## src/rtl/mp_add_sequencer_pkg.sv

```systemverilog
// Shared encodings for the multi-precision add/subtract sequencer.
// FSM state values and the word width of the shared adder.
package mp_add_sequencer_pkg;

    localparam int WORD_W = 32;

    typedef enum logic [1:0] {
        ST_IDLE = 2'd0,
        ST_RUN  = 2'd1,
        ST_DONE = 2'd2
    } state_t;

endpackage

```

## src/rtl/Adder_32bits.sv

```systemverilog
// 32-bit ripple adder with carry-in/carry-out; the single shared arithmetic
// resource that the sequencer time-multiplexes across operand words.
module Adder_32bits
    import mp_add_sequencer_pkg::*;
(
    input  logic [WORD_W-1:0] iA,
    input  logic [WORD_W-1:0] iB,
    input  logic              iC,
    output logic [WORD_W-1:0] S,
    output logic              oC
);

    logic [WORD_W:0] sum_w;

    assign sum_w = {1'b0, iA} + {1'b0, iB} + {{WORD_W{1'b0}}, iC};
    assign S     = sum_w[WORD_W-1:0];
    assign oC    = sum_w[WORD_W];

endmodule

```

## src/rtl/mp_add_sequencer.sv

```systemverilog
// Multi-precision add/subtract: streams W-bit operands LSW first through one
// 32-bit adder, chaining the carry through a register between words.
module mp_add_sequencer
    import mp_add_sequencer_pkg::*;
#(
    parameter int WORDS = 4
) (
    input  logic                    clk,
    input  logic                    rst_n,
    input  logic                    in_valid,
    output logic                    in_ready,
    input  logic                    op_sub,
    input  logic [WORD_W*WORDS-1:0] op_a,
    input  logic [WORD_W*WORDS-1:0] op_b,
    output logic                    out_valid,
    input  logic                    out_ready,
    output logic [WORD_W*WORDS-1:0] result,
    output logic                    carry_out,
    output logic                    overflow,
    output logic                    busy
);

    localparam int W     = WORD_W * WORDS;
    localparam int IDX_W = (WORDS > 1) ? $clog2(WORDS) : 1;

    state_t               state_q, state_d;
    logic [W-1:0]         a_q, b_q, result_q;
    logic [IDX_W-1:0]     idx_q;
    logic                 carry_q, carry_out_q, overflow_q;
    logic                 last_w;
    logic [WORD_W-1:0]    a_w, b_w, sum_w;
    logic                 co_w;

    // Two's-complement overflow: same-sign operands yielding a different-sign sum.
    function automatic logic signed_ovf(input logic signed [WORD_W-1:0] a,
                                        input logic signed [WORD_W-1:0] b,
                                        input logic signed [WORD_W-1:0] s);
        return (a[WORD_W-1] == b[WORD_W-1]) && (s[WORD_W-1] != a[WORD_W-1]);
    endfunction

    assign last_w = (idx_q == IDX_W'(WORDS - 1));
    assign a_w    = a_q[idx_q*WORD_W +: WORD_W];
    assign b_w    = b_q[idx_q*WORD_W +: WORD_W];

    Adder_32bits u_adder (
        .iA (a_w),
        .iB (b_w),
        .iC (carry_q),
        .S  (sum_w),
        .oC (co_w)
    );

    always_comb begin
        state_d = state_q;
        case (state_q)
            ST_IDLE: if (in_valid)  state_d = ST_RUN;
            ST_RUN:  if (last_w)    state_d = ST_DONE;
            ST_DONE: if (out_ready) state_d = ST_IDLE;
            default:                state_d = ST_IDLE;
        endcase
    end

    always_ff @(posedge clk or negedge rst_n) begin
        if (!rst_n) begin
            state_q     <= ST_IDLE;
            a_q         <= '0;
            b_q         <= '0;
            result_q    <= '0;
            idx_q       <= '0;
            carry_q     <= 1'b0;
            carry_out_q <= 1'b0;
            overflow_q  <= 1'b0;
        end else begin
            state_q <= state_d;
            case (state_q)
                ST_IDLE: begin
                    // Subtraction is A + ~B + 1: invert B once here, seed carry with 1.
                    if (in_valid) begin
                        a_q     <= op_a;
                        b_q     <= op_b ^ {W{op_sub}};
                        carry_q <= op_sub;
                        idx_q   <= '0;
                    end
                end
                ST_RUN: begin
                    result_q[idx_q*WORD_W +: WORD_W] <= sum_w;
                    carry_q <= co_w;
                    if (last_w) begin
                        carry_out_q <= co_w;
                        overflow_q  <= signed_ovf(a_w, b_w, sum_w);
                    end else begin
                        idx_q <= idx_q + 1'b1;
                    end
                end
                default: ;
            endcase
        end
    end

    assign in_ready  = (state_q == ST_IDLE);
    assign out_valid = (state_q == ST_DONE);
    assign busy      = (state_q != ST_IDLE);
    assign result    = result_q;
    assign carry_out = carry_out_q;
    assign overflow  = overflow_q;

endmodule

```

## config.mk

```make
export PLATFORM = sky130hd
export DESIGN_NAME = mp_add_sequencer
export DESIGN_NICKNAME = d
export VERILOG_FILES = /design/src/rtl/mp_add_sequencer_pkg.sv /design/src/rtl/Adder_32bits.sv /design/src/rtl/mp_add_sequencer.sv
export SDC_FILE = /design/constraint.sdc
export NUM_CORES = 1
export LEC_CHECK = 0
export BUFFER_PORTS_ARGS = -buffer_cell sky130_fd_sc_hd__buf_2
export CORE_MARGIN = 2
export CORE_UTILIZATION = 30
export DETAILED_ROUTE_END_ITERATION = 8
export GPL_TIMING_DRIVEN = 0
export HOLD_SLACK_MARGIN = 0.08
export PLACE_DENSITY_LB_ADDON = 0.15
export SYNTH_ARGS = -nofsm -noshare
export SYNTH_HDL_FRONTEND = slang
export SYNTH_SLANG_ARGS = --single-unit
export TNS_END_PERCENT = 30
```

## constraint.sdc

```tcl
create_clock -name clk -period 4.72 [get_ports clk]
set_input_delay 0.944 -clock clk [delete_from_list [all_inputs] [get_ports clk]]
set_output_delay 0.944 -clock clk [all_outputs]
set_load 0.01 [all_outputs]
```

==> flow_metrics.py, run 1 <==
metrics = {
    "floorplanning": {
        "core_sq_um": 61700,
        "die_y_microns": 254,
        "die_w_microns": 254,
        "dieArea_sq_um": 64500,
        "rows": 91,
        "num_io_pins": 394,
        "start_util_pct": 30.4,
    },
    "placed_design": {
        "place_hpwl_microns": 54500,
        "postPlaceCellArea_sq_um": 21800,
        "gp_congestion": 0.841,
        "numPortBuffers": 392,
    },
    "logic_synthesis": {
        "synth.distinct_cells": 56,
        "syn_nets": 2112,
        "synth_warnings": 0,
        "synth_edf_count": 0,
        "synth_area_per_cell_sq_um": 10.3,
        "synthArstFlopShare_pct": 100,
        "synth_cells": 1812,
        "synth.top_cell.area_share_pct": 52.2,
        "synth_area_leader_cell": "dfrtp_1",
        "synth_seq_cells": 391,
        "yosysSeqAreaShare_pct": 52.2,
        "synthTopCellsByArea": "dfrtp_1 52%, nand2_1 11%, mux4_2 7.7%",
        "syn-cell-area_sq_um": 18700,
        "yosys_most_used_dff": "dfrtp_1",
    },
    "worst_setup_path": {
        "crit_fanout": 10,
        "critical_path.most_common_cell": "fa_1",
        "crit_required_ns": 5.16,
        "r2r_setup_slack_ns": 0.11,
        "cp-endpoint": "result[114]",
        "cpMaxStageDelayCell": "or3_1",
        "r2r_start": "idx_q[1]",
        "worstPathCellList": "clkbuf_4, clkbuf_2, mux4_2, fa_1, fa_1, a21o_1, a221oi_4, o2bb2ai_4, o21bai_1, a21oi_1, or3_1, a32o_1",
        "cp.arrival_ns": 5.06,
        "cp-startpoint": "idx_q[1]",
        "ff2ff_path_depth": 12,
        "end_kind": "flop",
        "cp_slowest_stage_delay_ns": 0.48,
        "start_kind": "flop",
        "reg2reg_to": "result[114]",
        "worstSetupPathType": "reg2reg",
    },
    "grt": {
        "grt_pass1_vias": 16000,
        "grt_antenna_before_repair": 4,
        "grt_max_degree": 117,
        "grtUsageTotal_pct": 21.4,
        "grt_pass1_wl_microns": 101000,
        "grt_overflow": 0,
    },
    "power_and_ir_drop": {
        "power_uw": 19800,
        "leakagePower_uw": 0.0115,
        "max-vdd-ir-drop_uv": 381,
        "power_density_nw_per_um2": 841,
    },
    "cts": {
        "cts-root-buf": "clkbuf_16",
        "cts_buffers": 46,
        "cts.clk_slew.worst_paths_ns": 0.06,
        "htreeDepth": 2,
        "cts_tree": "done",
        "insertion_delay_ns": 0.58,
        "cts.sinks": 391,
        "cts.path.max_buffers": 3,
    },
    "drt": {
        "dr.pass1.iters": 5,
        "wirelength_microns": 69000,
        "via_count": 15300,
        "wl_per_cell_microns": 22.1,
        "drtIter0Drc": 865,
        "viasPerCell": 4.89,
        "drc": 0,
        "ant_nets": 0,
    },
    "job": {
        "drv_cap": 0,
    },
    "timing": {
        "slew_headroom_pct": 32.7,
        "fmax_mhz": 217,
        "drv_slew": 0,
        "finalSetupViolations": 0,
        "worstMarginPinSlew_ns": 1.01,
        "finClkSkew_ns": 0.0299,
        "rsz0062_at_grt": "yes",
        "period_share_pct": 97.8,
        "hold_viol": 0,
        "layout_min_cycle_time_ns": 4.61,
    },
    "worst_hold_path": {
        "hp-class": "in2async",
    },
    "final_layout": {
        "final_area_sq_um": 23600,
        "fin_nets": 2555,
        "area_growth_pct": 26.0,
        "final_layout_size_suffix_gt1_share_pct": 25.6,
    },
    "outcome": {
        "status": "completed",
    },
}
-- power by group --
| group | switching [uW] | internal, uW | total, uW |
|---|---|---|---|
| Clock | 1460 | 2220 | 3680 |
| Sequential | 724 | 4660 | 5380 |
| Combinational | 6980 | 3790 | 10800 |
| Total | 9170 | 10700 | 19800 |
-- how the worst min path moves through the flow --
stage          startpoint           to  slack (ns)  cells past startpoint
2_1_floorplan     a_q[64]      a_q[64]        0.44                      2
3_3_place_gp      a_q[53]      a_q[53]        0.46                      2
3_5_place_dp     a_q[108]     a_q[108]        0.46                      2
4_1_cts             rst_n  result[105]        0.32                      1
5_1_grt             rst_n  result[105]        0.36                      1
6_report            rst_n  result[105]        0.33                      1
-- routing by layer --
layer  vias to the layer above  global-route usage, %  wire length, microns
li1                       7133                      -                     -
met3                        92                   3.65                  3960
met1                      7572                   28.9                 31000
met5                         -                      0                     0
met2                       477                   35.0                 32200
met4                         0                   6.67                  1820
-- kinds of logic after synthesis --
group                    count (synthesis)  share of synthesized area, %
AO/OA/AOI/OAI                          372                          13.5
buffers and inverters                  133                          2.70
AND/OR/NAND/NOR                        661                          14.0
XOR/XNOR                               150                          7.01
multiplexers                            66                          7.80
adder cells (fa/ha/maj)                 39                          2.68
flip-flops                             391                          52.2
-- state kept, by name, summed over array words and instances (netlist names) --
name and cells:
a_q 128, b_q 128, carry_out 1, carry_q 1, idx_q 2, overflow 1, result 128, state_q 2
-- through the flow --
step | utilization [%] | hold WS, ns | setup TNS (ns) | cells | setup slack, ns
5_1_grt | 38.2 | 0.359 | -0.00176 | 3122 | -0.000937
3_3_place_gp | 35.2 | 0.456 | -2131.12 | 3041 | -5.25
3_5_place_dp | 35.4 | 0.457 | -106.80 | 3044 | -1.52
2_1_floorplan | - | 0.440 | 0 | 1812 | 0.241
4_1_cts | 38.1 | 0.317 | 0 | 3123 | 0.0134
6_report | 38.2 | 0.330 | 0 | 3123 | 0.105
-- Yosys cell counts (3+ instances only) --
master,instances
o211ai_1,5
nand2_1,566
a22o_1,96
buf_1,12
nor3_1,10
clkbuf_1,105
xor2_1,8
nor2b_1,6
a31o_2,3
and2_1,3
mux4_2,64
and3_1,7
nor2_1,33
dfrtp_1,391
o21ai_0,169
a32o_1,15
or3_1,9
a21oi_1,29
buf_2,6
inv_1,10
nand2b_1,4
nand3_1,6
o21a_1,7
ha_1,37
nand4_1,10
a21o_1,19
xnor2_1,142
-- worst max-delay path: cells and delay by family, from the launching register on --
kind	cells	cell delay (ns)
buf+inv	2	0.78
simple gates	1	0.48
fa+ha+maj	2	0.88
flops	1	0.46
mux	1	0.45
compound gates	6	1.42
-- repair_timing --
item                       CTS  global route
hold buffers                 0             0
resized for setup           48            25
setup endpoints to repair  111            62
buffers inserted             1             0
pin swaps                    1             0
-- cells in the final DEF, fill, tap and decap left out, types with 6 or more instances in the layout --
master     instances
o21ai_0          165
a21o_1            19
ha_1              37
and3_1             7
a21oi_1           29
a32o_1            15
o21a_1             7
nor2b_1            6
or3_1              8
xnor2_1          138
nand3_1            6
clkbuf_16         46
mux4_2            64
clkbuf_8           7
dfrtp_1          391
nor3_1            10
bufinv_16          6
clkbuf_1         101
clkinv_2           7
nor2_1            33
inv_1             10
nand4_1           10
nand2_1          566
buf_2            398
a22o_1            96
-- layout make-up --
class / instances / area (sq um)
inverter: 10 / 37.5
fill: 6336 / 38100
clock buffer: 57 / 1260
timing repair buffer: 396 / 2060
tap: 837 / 1050
multi-input combinational: 1288 / 8590
buffer: 122 / 526
antenna: 1 / 2.50
clock inverter: 21 / 289
sequential: 391 / 9780
Note: power is estimated with default switching activity, not from simulation.
==> run 2: changes to the inputs <==
BUFFER_PORTS_ARGS = default   (was -buffer_cell sky130_fd_sc_hd__buf_2)
DONT_BUFFER_PORTS = 1   (was default)
==> run 2 against run 1 <==
  * Worst setup slack better by 0.075 ns
  * Total power is 1.6% lower
  * Fmax is 1.7% higher
  * Critical path depth rose by 1
  * Via count is 8.6% lower
  * Routed wire length fell by 0.28%
  * Cell area down 8.3%
  * Sequential share of layout area grew 3.7 points
  * Sequential cell count did not move
  * Clock power grew 2%
  * Register-to-register slack better by 0.07 ns
  * Critical endpoint is now result[46]
  * Largest cell class unchanged
==> flow_metrics.py, run 2 (same netlist as run 1, synthesis figures left out) <==
metrics = {
    "drt": {
        "dr.pass1.iters": 6,
        "drtIter0Drc": 964,
        "ant_nets": 0,
        "via_count": 14000,
        "wirelength_microns": 68800,
        "drc": 0,
        "wl_per_cell_microns": 25.1,
        "viasPerCell": 5.09,
    },
    "timing": {
        "finClkSkew_ns": 0.0171,
        "fin_ws_ns": 0.180,
        "drv_slew": 0,
        "worstMarginPinSlew_ns": 1.01,
        "slew_headroom_pct": 32.8,
        "rsz0062_at_grt": "no",
        "hold_viol": 0,
        "period_share_pct": 96.2,
        "fmax_mhz": 220,
        "layout_min_cycle_time_ns": 4.54,
        "finalSetupViolations": 0,
    },
    "floorplanning": {
        "start_util_pct": 30.4,
        "core_sq_um": 61700,
        "rows": 91,
        "num_io_pins": 394,
        "dieArea_sq_um": 64500,
        "die_w_microns": 254,
        "die_y_microns": 254,
    },
    "final_layout": {
        "mostFrequentLayoutCell": "nand2_1",
        "mostFrequentLayoutCells": "566 x nand2_1, 391 x dfrtp_1, 166 x o21ai_0",
        "final_layout_size_suffix_gt1_share_pct": 10.1,
        "area_growth_pct": 15.5,
        "fin_nets": 2164,
        "final_area_sq_um": 21600,
    },
    "cts": {
        "cts.path.max_buffers": 3,
        "cts_buffers": 47,
        "cts.clk_slew.worst_paths_ns": 0.06,
        "htreeDepth": 2,
        "cts.sinks": 391,
        "cts_tree": "done",
        "insertion_delay_ns": 0.58,
        "cts-root-buf": "clkbuf_16",
    },
    "grt": {
        "grtUsageTotal_pct": 21.1,
        "grt_max_degree": 392,
        "grt_pass1_wl_microns": 98800,
        "grt_pass1_vias": 14500,
        "grt_antenna_before_repair": 25,
        "grt_overflow": 0,
    },
    "power_and_ir_drop": {
        "power_density_nw_per_um2": 902,
        "max-vdd-ir-drop_uv": 335,
        "leakagePower_uw": 0.00980,
    },
    "worst_setup_path": {
        "crit_required_ns": 5.22,
        "end_kind": "flop",
        "worstSetupPathType": "reg2reg",
        "cp.arrival_ns": 5.04,
        "crit_fanout": 10,
        "start_kind": "flop",
    },
    "placed_design": {
        "place_ws_ns": -1.61,
        "place_hpwl_microns": 53000,
        "gp_congestion": 0.842,
        "numPortBuffers": 0,
        "postPlaceCellArea_sq_um": 19800,
    },
    "outcome": {
        "status": "completed",
    },
    "worst_hold_path": {
        "hp-class": "in2async",
    },
    "job": {
        "drv_cap": 0,
    },
}
run 2: cell type report:
type	count	area [sq um]
fillers	6380	40100
flip-flops and latches	391	9780
multi-input cells	1288	8560
clock buffers	70	1460
well taps	837	1050
plain buffers	123	539
clock inverters	13	154
repair buffers	3	42.5
inverters	10	37.5
diodes	9	22.5
run 2: final timing paths:
kind,depth (start not counted),from,endpoint,slack [ns]
hold reg to reg,2,a_q[77],a_q[77],0.47
hold / removal,0,rst_n,a_q[68],0.13
max in group asynchronous,1,rst_n,result[54],3.67
min in group clk,2,a_q[77],a_q[77],0.47
setup reg to reg,13,idx_q[0],result[46],0.18
setup / recovery,13,idx_q[0],result[46],0.18
run 2: routing by layer:
metal | GRT usage (%) | wire length, microns | vias to the layer above
met5 | 0 | 225 | -
met4 | 5.11 | 1270 | 34
met3 | 8.15 | 6630 | 102
met2 | 34.8 | 32500 | 450
met1 | 25.9 | 28200 | 7021
li1 | - | - | 6361
run 2: stage by stage:
step	total power, uW	utilization (%)	setup TNS (ns)	hold slack, ns	instances
2_1_floorplan	11700	-	0	0.440	1812
3_3_place_gp	15300	32.1	-120.12	0.455	2649
3_5_place_dp	15400	32.1	-122.20	0.459	2649
4_1_cts	19600	34.9	-0.00121	0.0254	2733
5_1_grt	20900	35.0	0	0.0824	2737
6_report	19500	35.1	0	0.129	2744
run 2: repair_timing:
item,in CTS,in global routing
gates resized for setup,50,19
pin swaps,1,2
setup buffers,1,1
cloned,0,0
endpoints found under the hold margin,263,151
endpoints found under the setup margin,119,65
run 2: critical path: stages, from the launching register on:
cell and delay (ns):
dfrtp_1 0.42, buf_6 0.18, buf_8 0.19, buf_12 0.18
mux4_2 0.59, fa_2 0.40, fa_1 0.42, a21o_1 0.24
a221oi_4 0.40, o2bb2ai_4 0.17, o21bai_1 0.20, nand2_1 0.09
xor2_1 0.69, a22o_1 0.25
run 2: where the power goes:
part           leakage [uW]  switching (uW)  internal (uW)
Sequential          0.00503             912           4660
Combinational       0.00398            6650           3540
Clock              0.000798            1480           2290
Total               0.00980            9040          10500
==> run 3: changes to the inputs <==
SETUP_SLACK_MARGIN = 0.3   (was default)
==> run 3 against run 2 <==
  * The flow now finishes with violations (max-slew violations)
  * Clock-buffer cell count decreased by 8
  * Combinational power about the same
  * Fmax increased by 6.1%
  * Clock skew increased by 0.0052 ns
  * Hold slack got worse by 0.063 ns
  * First-iteration DRC count unchanged
  * Routed wire length decreased by 0.22%
==> flow_metrics.py, run 3 (same netlist as run 1, synthesis figures left out) <==
metrics = {
    "cts": {
        "cts_tree": "done",
        "insertion_delay_ns": 0.59,
        "cts.sinks": 391,
        "cts.clk_slew.worst_paths_ns": 0.06,
        "htreeDepth": 2,
        "cts.path.max_buffers": 3,
        "cts_buffers": 47,
        "cts-root-buf": "clkbuf_16",
    },
    "floorplanning": {
        "num_io_pins": 394,
        "rows": 91,
        "core_sq_um": 61700,
        "die_y_microns": 254,
        "die_w_microns": 254,
        "start_util_pct": 30.4,
        "dieArea_sq_um": 64500,
    },
    "drt": {
        "wirelength_microns": 68700,
        "ant_nets": 0,
        "viasPerCell": 5.09,
        "via_count": 14000,
        "drc": 0,
        "dr.pass1.iters": 5,
        "drtIter0Drc": 964,
        "wl_per_cell_microns": 25.0,
    },
    "grt": {
        "grt_max_degree": 392,
        "grt_overflow": 0,
        "grt_pass1_vias": 14700,
        "grtUsageTotal_pct": 21.2,
        "grt_antenna_before_repair": 23,
        "grt_pass1_wl_microns": 99400,
    },
    "power_and_ir_drop": {
        "power_uw": 19500,
        "power_density_nw_per_um2": 905,
        "leakagePower_uw": 0.00977,
        "max-vdd-ir-drop_uv": 330,
    },
    "timing": {
        "drv_slew": 147,
        "finalSetupViolations": 0,
        "holdWs_ns": 0.0652,
        "hold_viol": 0,
        "layout_min_cycle_time_ns": 4.28,
        "period_share_pct": 90.7,
        "worstMarginPinSlew_ns": 1.65,
        "slew_headroom_pct": -10.3,
        "finalSetupTns_ns": 0,
        "finClkSkew_ns": 0.0223,
        "rsz0062_at_grt": "yes",
        "fmax_mhz": 234,
    },
    "final_layout": {
        "mostFrequentLayoutCells": "566 x nand2_1, 391 x dfrtp_1, 164 x o21ai_0",
        "mostFrequentLayoutCell": "nand2_1",
        "fin_nets": 2166,
        "stdcell_count": 2742,
        "final_layout_size_suffix_gt1_share_pct": 10.2,
        "area_growth_pct": 15.3,
    },
    "placed_design": {
        "place_hpwl_microns": 53200,
        "dp.cells": 2649,
        "numPortBuffers": 0,
        "gp_congestion": 0.842,
    },
    "outcome": {
        "violations": "max-slew violations",
        "status": "finished, violations left",
    },
    "worst_setup_path": {
        "crit_required_ns": 5.23,
        "cp.arrival_ns": 4.79,
        "start_kind": "flop",
        "ff2ff_path_depth": 13,
        "end_kind": "flop",
        "worstSetupPathType": "reg2reg",
        "crit_fanout": 10,
    },
    "worst_hold_path": {
        "hp-class": "in2async",
    },
    "job": {
        "drv_cap": 0,
    },
}
-- run 3: final cells by class --
type / count / area, sq um
Inverter: 10 / 37.5
Buffer: 123 / 554
Fill cell: 6395 / 40100
Multi-Input combinational cell: 1288 / 8590
Sequential cell: 391 / 9780
Tap cell: 837 / 1050
Clock inverter: 21 / 226
Clock buffer: 62 / 1290
Timing Repair Buffer: 5 / 50.0
Antenna cell: 5 / 12.5
-- run 3: what timing repair did --
action	CTS	global route
setup endpoints to repair	113	41
pin swaps	5	4
setup buffers	3	1
hold endpoints to repair	190	25
resized for setup	63	9
-- run 3: routing by layer --
metal | vias up | wire (microns) | track usage [%]
li1 | 6372 | - | -
met1 | 7007 | 28300 | 26.3
met2 | 413 | 32000 | 34.4
met3 | 130 | 6330 | 8.09
met4 | 36 | 1810 | 6.00
met5 | - | 216 | 0
-- run 3: path summary, 6_finish.rpt --
path | start | to | slack [ns]
setup / recovery | idx_q[0] | result[53] | 0.44
hold / removal | rst_n | result[99] | 0.07
setup reg to reg | idx_q[0] | result[53] | 0.44
hold reg to reg | a_q[75] | a_q[75] | 0.47
max in group asynchronous | rst_n | a_q[99] | 3.34
min in group clk | op_a[34] | a_q[34] | 0.46
-- run 3: where the power goes --
| part | total [uW] | internal [uW] | switching [uW] |
|---|---|---|---|
| combinational | 10300 | 3620 | 6720 |
| sequential | 5570 | 4660 | 906 |
| clock | 3640 | 2140 | 1500 |
| total | 19500 | 10400 | 9120 |
-- run 3: critical path, cell delays in order (launching register included) --
cell      delay, ns
dfrtp_1        0.35
clkbuf_8       0.18
buf_12         0.17
buf_4          0.29
mux4_2         0.60
ha_1           0.30
clkbuf_1       0.33
nand4_1        0.17
or3_1          0.31
or3_1          0.40
a311oi_2       0.36
nor3_1         0.13
xnor2_2        0.36
a22o_1         0.22
-- run 3: per-stage QoR --
| step | util, % | setup WS (ns) | cell area (sq um) |
|---|---|---|---|
| after global placement | 32.1 | -1.17 | 19800 |
| after floorplan | - | 0.434 | 18700 |
| after global routing | 35.0 | 0.245 | 21600 |
| final | 35.0 | 0.441 | 21600 |
| after CTS | 34.9 | 0.300 | 21500 |
| after detailed placement | 32.1 | -1.20 | 19800 |
